==> src/rtl/tristate_bus_arbiter.sv <==
// Round-robin owner of a shared tristate net with break-before-make dead time and hold pre-emption.
// One-cycle registered grant/release latency; a holder is pre-empted only while another source waits.
module tristate_bus_arbiter #(
   parameter int SOURCE_COUNT = 4,
   parameter int DEAD_CYCLES  = 1,
   parameter int MAX_HOLD     = 8
) (
   input  logic                            i_clk,
   input  logic                            i_nrst,
   input  logic [SOURCE_COUNT-1:0]         i_req,
   output logic [SOURCE_COUNT-1:0]         o_noe,
   output logic                            o_gnt_valid,
   output logic [$clog2(SOURCE_COUNT)-1:0] o_gnt_id,
   input  logic                            i_net_noe,
   output logic                            o_fault,
   output logic [7:0]                      o_fault_cnt
);

   localparam int IDW = $clog2(SOURCE_COUNT);
   localparam int HW  = $clog2(MAX_HOLD + 1);
   localparam int DW  = (DEAD_CYCLES > 1) ? $clog2(DEAD_CYCLES) : 1;

   typedef enum logic [1:0] {
      S_IDLE  = 2'd0,
      S_DRIVE = 2'd1,
      S_DEAD  = 2'd2
   } state_t;

   state_t                  state_q;
   logic [SOURCE_COUNT-1:0] noe_q;
   logic                    gnt_vld_q;
   logic [IDW-1:0]          gnt_id_q;
   logic [IDW-1:0]          ptr_q;
   logic [HW-1:0]           hold_q;
   logic [DW-1:0]           dead_q;
   logic                    fault_q;
   logic [7:0]              fault_cnt_q;

   logic                    win_vld_d;
   logic [IDW-1:0]          win_id_d;
   logic [SOURCE_COUNT-1:0] win_onehot_d;
   logic [IDW-1:0]          ptr_d;
   logic [SOURCE_COUNT-1:0] own_mask_d;
   logic                    other_req_d;
   logic                    dead_last_d;
   logic                    do_grant_d;
   logic                    release_d;
   logic                    net_exp_d;
   logic                    mismatch_d;
   int unsigned             idx;

   // Walk from the farthest candidate back to ptr so the first set bit at/after ptr wins.
   always_comb begin
      win_vld_d    = 1'b0;
      win_id_d     = '0;
      idx          = 0;
      for (int k = SOURCE_COUNT - 1; k >= 0; k--) begin
         idx = int'(ptr_q) + k;
         if (idx >= SOURCE_COUNT) idx = idx - SOURCE_COUNT;
         if (i_req[idx]) begin
            win_vld_d = 1'b1;
            win_id_d  = IDW'(idx);
         end
      end
      win_onehot_d = '0;
      win_onehot_d[win_id_d] = 1'b1;
      if (int'(win_id_d) == SOURCE_COUNT - 1) ptr_d = '0;
      else                                    ptr_d = win_id_d + 1'b1;
   end

   always_comb begin
      own_mask_d = '0;
      own_mask_d[gnt_id_q] = 1'b1;
      other_req_d = |(i_req & ~own_mask_d);
      dead_last_d = (int'(dead_q) == DEAD_CYCLES - 1);
      do_grant_d  = win_vld_d && ((state_q == S_IDLE) || ((state_q == S_DEAD) && dead_last_d));
      release_d   = (state_q == S_DRIVE) &&
                    (!i_req[gnt_id_q] || ((int'(hold_q) == MAX_HOLD - 1) && other_req_d));
      net_exp_d   = (state_q != S_DRIVE);
      mismatch_d  = (i_net_noe !== net_exp_d);
   end

   always_ff @(posedge i_clk or negedge i_nrst) begin
      if (!i_nrst) begin
         state_q     <= S_IDLE;
         noe_q       <= '1;
         gnt_vld_q   <= 1'b0;
         gnt_id_q    <= '0;
         ptr_q       <= '0;
         hold_q      <= '0;
         dead_q      <= '0;
         fault_q     <= 1'b0;
         fault_cnt_q <= '0;
      end else begin
         if (mismatch_d) begin
            fault_q <= 1'b1;
            if (fault_cnt_q != 8'hFF) fault_cnt_q <= fault_cnt_q + 8'd1;
         end

         if (do_grant_d) begin
            state_q   <= S_DRIVE;
            noe_q     <= ~win_onehot_d;
            gnt_vld_q <= 1'b1;
            gnt_id_q  <= win_id_d;
            ptr_q     <= ptr_d;
            hold_q    <= '0;
         end else begin
            case (state_q)
               S_IDLE: begin
                  state_q <= S_IDLE;
               end
               S_DRIVE: begin
                  if (int'(hold_q) != MAX_HOLD) hold_q <= hold_q + 1'b1;
                  if (release_d) begin
                     state_q   <= S_DEAD;
                     noe_q     <= '1;
                     gnt_vld_q <= 1'b0;
                     dead_q    <= '0;
                  end
               end
               S_DEAD: begin
                  if (dead_last_d) state_q <= S_IDLE;
                  else             dead_q  <= dead_q + 1'b1;
               end
               default: begin
                  state_q   <= S_IDLE;
                  noe_q     <= '1;
                  gnt_vld_q <= 1'b0;
               end
            endcase
         end
      end
   end

   assign o_noe       = noe_q;
   assign o_gnt_valid = gnt_vld_q;
   assign o_gnt_id    = gnt_id_q;
   assign o_fault     = fault_q;
   assign o_fault_cnt = fault_cnt_q;

endmodule
==> config.mk <==
export PLATFORM = sky130hd
export DESIGN_NAME = tristate_bus_arbiter
export DESIGN_NICKNAME = d
export VERILOG_FILES = /design/src/rtl/tristate_bus_arbiter.sv
export SDC_FILE = /design/constraint.sdc
export NUM_CORES = 1
export LEC_CHECK = 0
export ABC_AREA = 1
export CAP_MARGIN = 15
export CORE_MARGIN = 2
export CORE_UTILIZATION = 58
export DETAILED_ROUTE_END_ITERATION = 8
export PLACE_DENSITY_LB_ADDON = 0.1
export SLEW_MARGIN = 20
export SYNTH_ARGS = -nofsm -noshare
export SYNTH_HDL_FRONTEND = slang
export SYNTH_SLANG_ARGS = --single-unit
==> constraint.sdc <==
create_clock -name i_clk -period 5.3 [get_ports i_clk]
set_input_delay 1.06 -clock i_clk [delete_from_list [all_inputs] [get_ports i_clk]]
set_output_delay 1.06 -clock i_clk [all_outputs]
set_load 0.005 [all_outputs]
# --- After elaboration in Yosys (flattened, before gate mapping) ---
# Index checks and enable logic that the tools add are counted.
op_classes:
  n_bitwise: 5
  eq_ne: 12
  n_lt_le_gt_ge: 12
  addsub: 11
  reduce_logical: 20
  mux: 42
op_table:
  columns: ["cell", "n"]
  rows:
  - ["32-bit by 3-bit less-than comparator with 1-bit output, second input constant", 4]
  - ["32-bit 2-to-1 mux", 4]
  - ["4-bit 2-to-1 mux", 5]
  - ["2-bit 2-to-1 mux", 8]
  - ["1-bit 2-to-1 mux", 14]
  - ["3-bit by 3-bit subtractor with 4-bit output, second input constant", 3]
  - ["1-bit binary-select mux with 2-bit select", 5]
  - ["3-bit >= comparator, second input constant", 3]
  - ["8-bit by 1-bit adder with 8-bit output, second input constant", 1]
  - ["8-bit != test, second input constant", 1]
  - ["4-bit NOT", 2]
  - ["4-bit case mux with 2 select lines", 1]
  - ["2-bit AND reduction", 4]
  - ["2-bit by 2-bit adder with 3-bit output, second input constant", 2]
  - ["1-bit logical AND", 6]
  - ["2-bit by 3-bit less-than comparator with 1-bit output, second input constant", 2]
  - ["3-bit != test, second input constant", 2]
  - ["2-bit nonzero test", 3]
  - ["4-bit by 1-bit adder with 4-bit output, second input constant", 1]
  - ["4-bit bitwise AND", 1]
  - ["1-bit demux with 2-bit select", 2]
  - ["2-bit by 1-bit equality test with 1-bit output, second input constant", 2]
  - ["4-bit equality test, second input constant", 1]
  - ["2-bit by 1-bit >= comparator with 1-bit output, second input constant", 2]
  - ["19 further kinds", 23]
totals:
  register_bits: 25
  out_inout_bits: 16
  word_cells: 111
  in_bits: 7

# --- Longest topological paths before layout ---
# Gate-level depths: netlist of run 1.
logic_depth:
  depth_word: 15
  ltp_mapped: 14
  ltp_nobuf: 13

# --- Worst setup path before layout of run 1 ---
# OpenSTA, ideal clock, no wires.
synth_timing:
  path_kind: "input-to-reg"
  start: "in i_req[0]"
  end: "reg ptr_q[1]"
  arrival_time_ns: 2.103
  setup_ns: 0.129
  required_time_ns: 5.171
  setup_slack_ns: 3.068
  cell_stages: 11
  path_cell_list: "nand2_1 > nand2_1 > nand2_1 > nand3_1 > o21bai_1 > nand2_1 > nand2_1 > inv_1 > ha_1 > nand2_1 > o21ai_0"
synth_between:
  elab_chain_len: 8
  word_cells_on_any_way: 20
  cone_classes: "1 x add/sub; 1 x eq/ne; 17 x mux; 1 x reduce/logical"
synth_rtl:
  columns: ["item", "line", "text"]
  rows:
  - ["start, declared", "10", "input logic [SOURCE_COUNT-1:0] i_req,"]
  - ["1-bit binary-select mux with 2-bit select", "60", "if (i_req[idx]) begin"]
  - ["1-bit 2-to-1 mux (not written as such)", "60", null]
  - ["2-bit 2-to-1 mux (3 in a row)", "60", null]
  - ["2-bit 2-to-1 mux *", "60", null]
  - ["via win_id_d[1]", "40", "logic [IDW-1:0] win_id_d;"]
  - ["2-bit by 1-bit adder with 2-bit output / 2-bit by 1-bit equality test with 1-bit output (equally long branches)", "68, 67", null]
  - ["2-bit 2-to-1 mux *", "67", "if (int'(win_id_d) == SOURCE_COUNT - 1) ptr_d = '0;"]
  - ["via ptr_d[1]", "42", "logic [IDW-1:0] ptr_d;"]
  - ["end signal, assigned", "105", "ptr_q <= ptr_d;"]
  - ["end, declared", "33", "logic [IDW-1:0] ptr_q;"]
# The timed path passes the listed nets; every way through them passes the cells marked *. The select of a mux whose other input is x is not followed.
# A chain may end at the register's enable or synchronous reset.

# --- Worst setup path after layout of run 1 ---
layout_timing:
  start: "in i_req[1]"
  end: "reg ptr_q[1]"
# Same word-level chain as after synthesis.

==> out/metrics.yaml, run 1 <==
placed_design:
  io_buffers: 22
  dp_hpwl_mm: 2.34
  dp.cells: 251
  place_congestion: 0.848
clock_tree:
  postCtsResizedCells: 0
  clkTransAtPathRegs_ns: 0.14
  cts_tree: "done"
  postCtsSetupBuffers: 0
  clkLatencyLatePin_ns: 0.33
  cts-root-buf: "clkbuf_4"
  postCtsHoldBufs: 0
  cts_buffer_depth: 2
  cts_htree_levels: 1
  cts_num_sinks: 24
  cts_buffers: 3
routing:
  vias_per_cell: 5.14
  postRouteAntennaNets: 0
  drt_iter0_drc: 31
  finalWirelength_mm: 3.02
  drc: 0
  firstDrtPassIters: 4
  via_count: 1310
  routedWlPerCell_um: 11.8
logic_synthesis:
  yosys.area.top_type_share_pct: 32.4
  ys_ff_latch: 24
  yosys_warnings: 0
  synth_seq_area_share_pct: 39.2
  yosys.area.top_type: "dfrtp_1"
  synthCells: 201
  synth.distinct_cells: 28
  synth_area_sq_mm: 0.00155
  syn_nets: 215
  ys_top_cells_by_area: "dfrtp_1 32%, nand2_1 17%, dfstp_2 6.8%, inv_1 6.3%, nand3_1 5.8%"
  postSynthAreaPerCell_sq_um: 7.69
grt:
  grt_pass1_vias: 1266
  grt_first_pass_wirelength_mm: 5.38
  antenna_found_initial: 0
  grt.overflow.total: 0
  grt_usage_pct: 21.5
  grt_max_degree: 25
sta:
  fmax_ghz: 0.384
  setup_viol: 0
  max_slew_margin_pct: 65.2
  post-route-period-util_pct: 49.2
  holdWs_ns: 0.480
  fin_skew_ns: 0.00766
  worst_pin_slew_ns: 0.522
  period_minus_slack_ns: 2.61
  hold_violations: 0
  rsz0062_at_grt: "false"
  setup_tns_ns: 0
  maxSlewViolCount: 0
cells_and_area:
  nets: 240
  layout-drive-gt1-share_pct: 12.9
  antenna_cells: 0
  fillerInstances: 205
  stdcell_count: 255
  syn_to_final_growth_pct: 18.3
  utilization_pct: 73.1
worst_setup_path:
  crit_arrival_ns: 2.82
  slowest_stage: "clkdlybuf4s50_1"
  critPathTopFamily: "buffers and inverters"
  crit_path_start_kind: "input port"
  critical_path_class: "in -> reg"
  cp_max_fo: 3
  crit_path_end_kind: "flop"
  worstPathRequired_ns: 5.51
  path_buf_inv: 3
  slowest_delay_ns: 0.52
  crit_chain: "clkdlybuf4s50_1 > inv_1 > nand2_2 > nand2_4 > nor2_1 > nor2_1 > o21bai_1 > nand2_1 > nand2_1 > inv_1 > ha_1 > nand2_1 > o21ai_0"
  cp_common_cell: "nand2_1"
power:
  p_leak_nw: 0.958
  ir_drop_mv: 0.395
  power_frac_clock_pct: 12.1
  combPwrFrac_pct: 56.6
  power.density_mw_per_mm2: 612
  p_sw_share_pct: 45.4
  p_total_mw: 1.12
  seqPwrFrac_pct: 31.3
  switchingPower_uw: 508
  intPower_uw: 612
floorplan:
  die_w_um: 55.6
  fp.dieH_um: 55.6
  boundaryPins: 23
  die_area_sq_mm: 0.00309
  coreArea_sq_mm: 0.00250
  start_util_pct: 61.8
  num_rows: 18
job:
  maxCapViolCount: 0
status:
  status: "completed"
min_path:
  worstHoldPathType: "reg -> reg"
==> worst register-to-register path, delay by kind of cell, from the launching register on <==
kind | cells | cell delay [ns]
and+or+nand+nor | 7 | 0.62
adders and majority gates | 1 | 0.27
buffers and inverters | 2 | 0.16
DFF | 1 | 0.63
AOI/OAI and AO/OA | 2 | 0.20
==> Yosys cell counts <==
cell / instances
or2_2: 1
nor3_4: 1
dfstp_2: 4
a21oi_2: 1
o21bai_1: 1
a21oi_1: 2
nand2_1: 69
inv_2: 1
inv_1: 26
o21ai_0: 5
nand4_1: 1
inv_8: 1
nor2_1: 12
dfrtp_1: 20
ha_1: 7
nor3_1: 2
nand2_4: 4
nor2_4: 2
xnor2_1: 1
xor2_1: 7
o21ai_1: 2
o22ai_1: 1
nand3_1: 18
nor2_2: 1
nand4_4: 1
buf_6: 2
nand3b_1: 1
nand2_2: 7
==> power by group through the flow <==
stage / Sequential, mW / Clock (mW) / Combinational (mW)
4_1_cts: 0.351 / 0.140 / 0.640
5_1_grt: 0.363 / 0.144 / 0.725
6_report: 0.350 / 0.136 / 0.634
3_5_place_dp: 0.355 / 0 / 0.632
3_3_place_gp: 0.349 / 0 / 0.607
2_1_floorplan: 0.334 / 0 / 0.461
==> per-stage QoR <==
step	setup slack, ns	cell area [sq um]
6_report	2.69	1830
4_1_cts	2.71	1830
3_3_place_gp	2.45	1780
3_5_place_dp	2.35	1780
5_1_grt	2.49	1830
2_1_floorplan	3.07	1550
==> cells by family after synthesis <==
kind of cell               synth area share, %
adders and majority gates                 5.67
DFF                                       39.2
xor gates and xnor gates                  4.53
buffers and inverters                     8.74
AOI/OAI and AO/OA                         4.37
and+or+nand+nor                           37.5
==> final cells by class <==
cell class,count,area (sq um),area share [%]
clock buffers,3,22.5,1.23
clock inverters,1,30.0,1.64
inverters,28,113,6.16
multi-input cells,147,805,44.0
flip-flops and latches,24,606,33.1
well taps,30,37.5,2.05
repair buffers,22,215,11.8
==> per-layer routing <==
layer  vias up  GRT usage [%]  wire (um)
met3         7           2.79         85
met1       613           28.1       1370
met4         0           8.71         55
met5         -              0          0
li1        667              -          -
met2        23           36.2       1510
==> final timing paths <==
kind | start | end | depth (start not counted) | slack [ns]
setup / recovery | i_req[1] | ptr_q[1] | 13 | 2.69
hold / removal | o_noe[0] | o_noe[0] | 2 | 0.48
setup reg to reg | ptr_q[0] | ptr_q[1] | 12 | 3.29
hold reg to reg | o_noe[0] | o_noe[0] | 2 | 0.48
max in group asynchronous | i_nrst | o_noe[1] | 1 | 4.25
min in group asynchronous | i_nrst | o_gnt_valid | 1 | 0.69
==> cells in the final DEF (no fill, tap or decap) <==
master,count
a21oi_1,2
a21oi_2,1
buf_2,1
bufinv_16,1
clkbuf_4,3
clkdlybuf4s50_1,21
dfrtp_1,20
dfstp_2,4
ha_1,7
inv_1,26
inv_2,1
inv_8,1
nand2_1,69
nand2_2,7
nand2_4,4
nand3_1,18
nand3b_1,1
nand4_1,1
nand4_4,1
nor2_1,12
nor2_2,1
nor2_4,2
nor3_1,2
nor3_4,1
o21ai_0,5
o21ai_1,2
o21bai_1,1
o22ai_1,1
or2_2,1
xnor2_1,1
xor2_1,7
==> sequential cells by signal, summed over array words and instances (netlist names) <==
register     cells
hold_q           4
o_fault          1
o_fault_cnt      8
o_gnt_id         2
o_gnt_valid      1
o_noe            4
ptr_q            2
state_q          2
Note: power is estimated with default switching activity, not from simulation.
==> run 2, diff against run 1 <==
--- a/config.mk
+++ b/config.mk
@@ -8,7 +8,7 @@
 export ABC_AREA = 1
 export CAP_MARGIN = 15
 export CORE_MARGIN = 2
-export CORE_UTILIZATION = 58
+export CORE_UTILIZATION = 53
 export DETAILED_ROUTE_END_ITERATION = 8
 export PLACE_DENSITY_LB_ADDON = 0.1
 export SLEW_MARGIN = 20
==> constraint.sdc (replaced) <==
create_clock -name i_clk -period 2.4 [get_ports i_clk]
set_input_delay 0.48 -clock i_clk [delete_from_list [all_inputs] [get_ports i_clk]]
set_output_delay 0.48 -clock i_clk [all_outputs]
set_load 0.005 [all_outputs]
==> out/metrics.yaml, run 2 (synthesis gave the netlist of run 1 again) <==
status:
  status: "completed"
grt:
  grt_first_pass_wirelength_mm: 5.38
  grt.overflow.total: 0
  grt_max_degree: 25
  grt_pass1_vias: 1250
  antenna_found_initial: 0
  grt_usage_pct: 20.6
floorplan:
  boundaryPins: 23
  die_area_sq_mm: 0.00336
  num_rows: 19
  fp.dieH_um: 58.0
  die_w_um: 58.0
  start_util_pct: 56.0
  coreArea_sq_mm: 0.00276
worst_setup_path:
  cp_max_fo: 8
  critical_path_class: "reg -> reg"
  cp_common_cell: "nand2_1"
  crit_path_start_kind: "flop"
  rr_startpoint: "ptr_q[0]"
  crit_arrival_ns: 2.30
  worstReg2RegEnd: "ptr_q[1]"
  crit_chain: "inv_8 > nand2_2 > nand2_1 > nand2_1 > nand2_1 > nand2_1 > nand3_1 > nand2_1 > inv_1 > ha_1 > nand2_1 > o21ai_0"
  slowest_delay_ns: 0.65
  r2r_setup_slack_ns: 0.33
  worstRegToRegCells: 12
  crit_path_end_kind: "flop"
  startpoint: "ptr_q[0]"
  slowest_stage: "dfrtp_1"
  worstPathRequired_ns: 2.64
clock_tree:
  postCtsSetupBuffers: 0
  postCtsResizedCells: 0
  clkLatencyLatePin_ns: 0.33
  cts_buffers: 3
  cts_htree_levels: 1
  cts-root-buf: "clkbuf_4"
  cts_buffer_depth: 2
  cts_tree: "done"
  cts_num_sinks: 24
  postCtsHoldBufs: 0
  clkTransAtPathRegs_ns: 0.16
power:
  switchingPower_mw: 1.15
  p_sw_share_pct: 45.6
  p_total_mw: 2.51
  combPwrFrac_pct: 57.1
  power.density_mw_per_mm2: 1360
  seqPwrFrac_pct: 31.0
  ir_drop_mv: 1.07
  p_leak_nw: 0.968
  intPower_mw: 1.37
  power_frac_clock_pct: 11.9
sta:
  worst_slack_ns: 0.333
  worst_pin_slew_ns: 0.447
  fmax_ghz: 0.484
  setup_tns_ns: 0
  period_minus_slack_ns: 2.07
  max_slew_margin_pct: 70.2
  maxSlewViolCount: 0
  rsz0062_at_grt: "false"
  hold_violations: 0
  holdWs_ns: 0.477
  post-route-period-util_pct: 86.1
  fin_skew_ns: 0.0274
  setup_viol: 0
routing:
  via_count: 1312
  firstDrtPassIters: 4
  drc: 0
  drt_iter0_drc: 44
  postRouteAntennaNets: 0
  finalWirelength_mm: 3.16
  vias_per_cell: 5.09
  routedWlPerCell_um: 12.2
placed_design:
  io_buffers: 22
  dp_hpwl_mm: 2.44
  dp.cells: 254
  dpl_worst_slack_ns: 0.0189
  place_congestion: 0.871
  placed_area_sq_mm: 0.00180
cells_and_area:
  antenna_cells: 0
  utilization_pct: 67.1
  syn_to_final_growth_pct: 19.7
  nets: 242
  post-route-cell-area_sq_mm: 0.00185
  mostFrequentLayoutCell: "nand2_1"
  largest_reg_flops: 8
  layout-drive-gt1-share_pct: 13.2
  layout_common_cells: "69 x nand2_1, 26 x inv_1, 22 x clkdlybuf4s50_1, 20 x dfrtp_1, 18 x nand3_1"
  stdcell_count: 258
min_path:
  worstHoldPathType: "in -> async"
job:
  maxCapViolCount: 0
[run 2: how the worst max path moves through the flow]
stage	endpoint	slack, ns	depth (start not counted)
after floorplan	ptr_q[1]	0.73	12
after global placement	ptr_q[1]	0.13	13
after detailed placement	ptr_q[1]	0.02	13
after CTS	ptr_q[1]	0.36	12
after global routing	ptr_q[1]	0.18	12
final	ptr_q[1]	0.33	12
[run 2: final cells by class]
type / instances / area (sq um)
Clock inverter: 1 / 30.0
Timing Repair Buffer: 24 / 235
Clock buffer: 3 / 22.5
Inverter: 28 / 113
Tap cell: 31 / 38.8
Multi-Input combinational cell: 147 / 805
Fill cell: 232 / 908
Sequential cell: 24 / 606
[run 2: worst max-delay path: cells and delay by family (launching register included)]
| kind | cells | cell delay [ns] |
|---|---|---|
| buffers and inverters | 2 | 0.18 |
| and+or+nand+nor | 8 | 0.76 |
| DFF | 1 | 0.65 |
| adders and majority gates | 1 | 0.30 |
| AOI/OAI and AO/OA | 1 | 0.06 |
[run 2: layer usage]
metal | routed length [um] | global-route usage (%) | up-vias
met5 | 0 | 0 | -
met4 | 15 | 4.32 | 0
met3 | 97 | 4.02 | 2
met2 | 1600 | 37.2 | 28
met1 | 1450 | 25.7 | 607
li1 | - | - | 675
[run 2: power by group through the flow]
stage               Sequential (mW)  Clock, mW  Combinational [mW]
floorplan                     0.738          0                1.02
global placement              0.773          0                1.36
detailed placement            0.786          0                1.43
CTS                           0.778      0.304                1.44
global route                  0.802      0.317                1.61
finish                        0.779      0.299                1.44
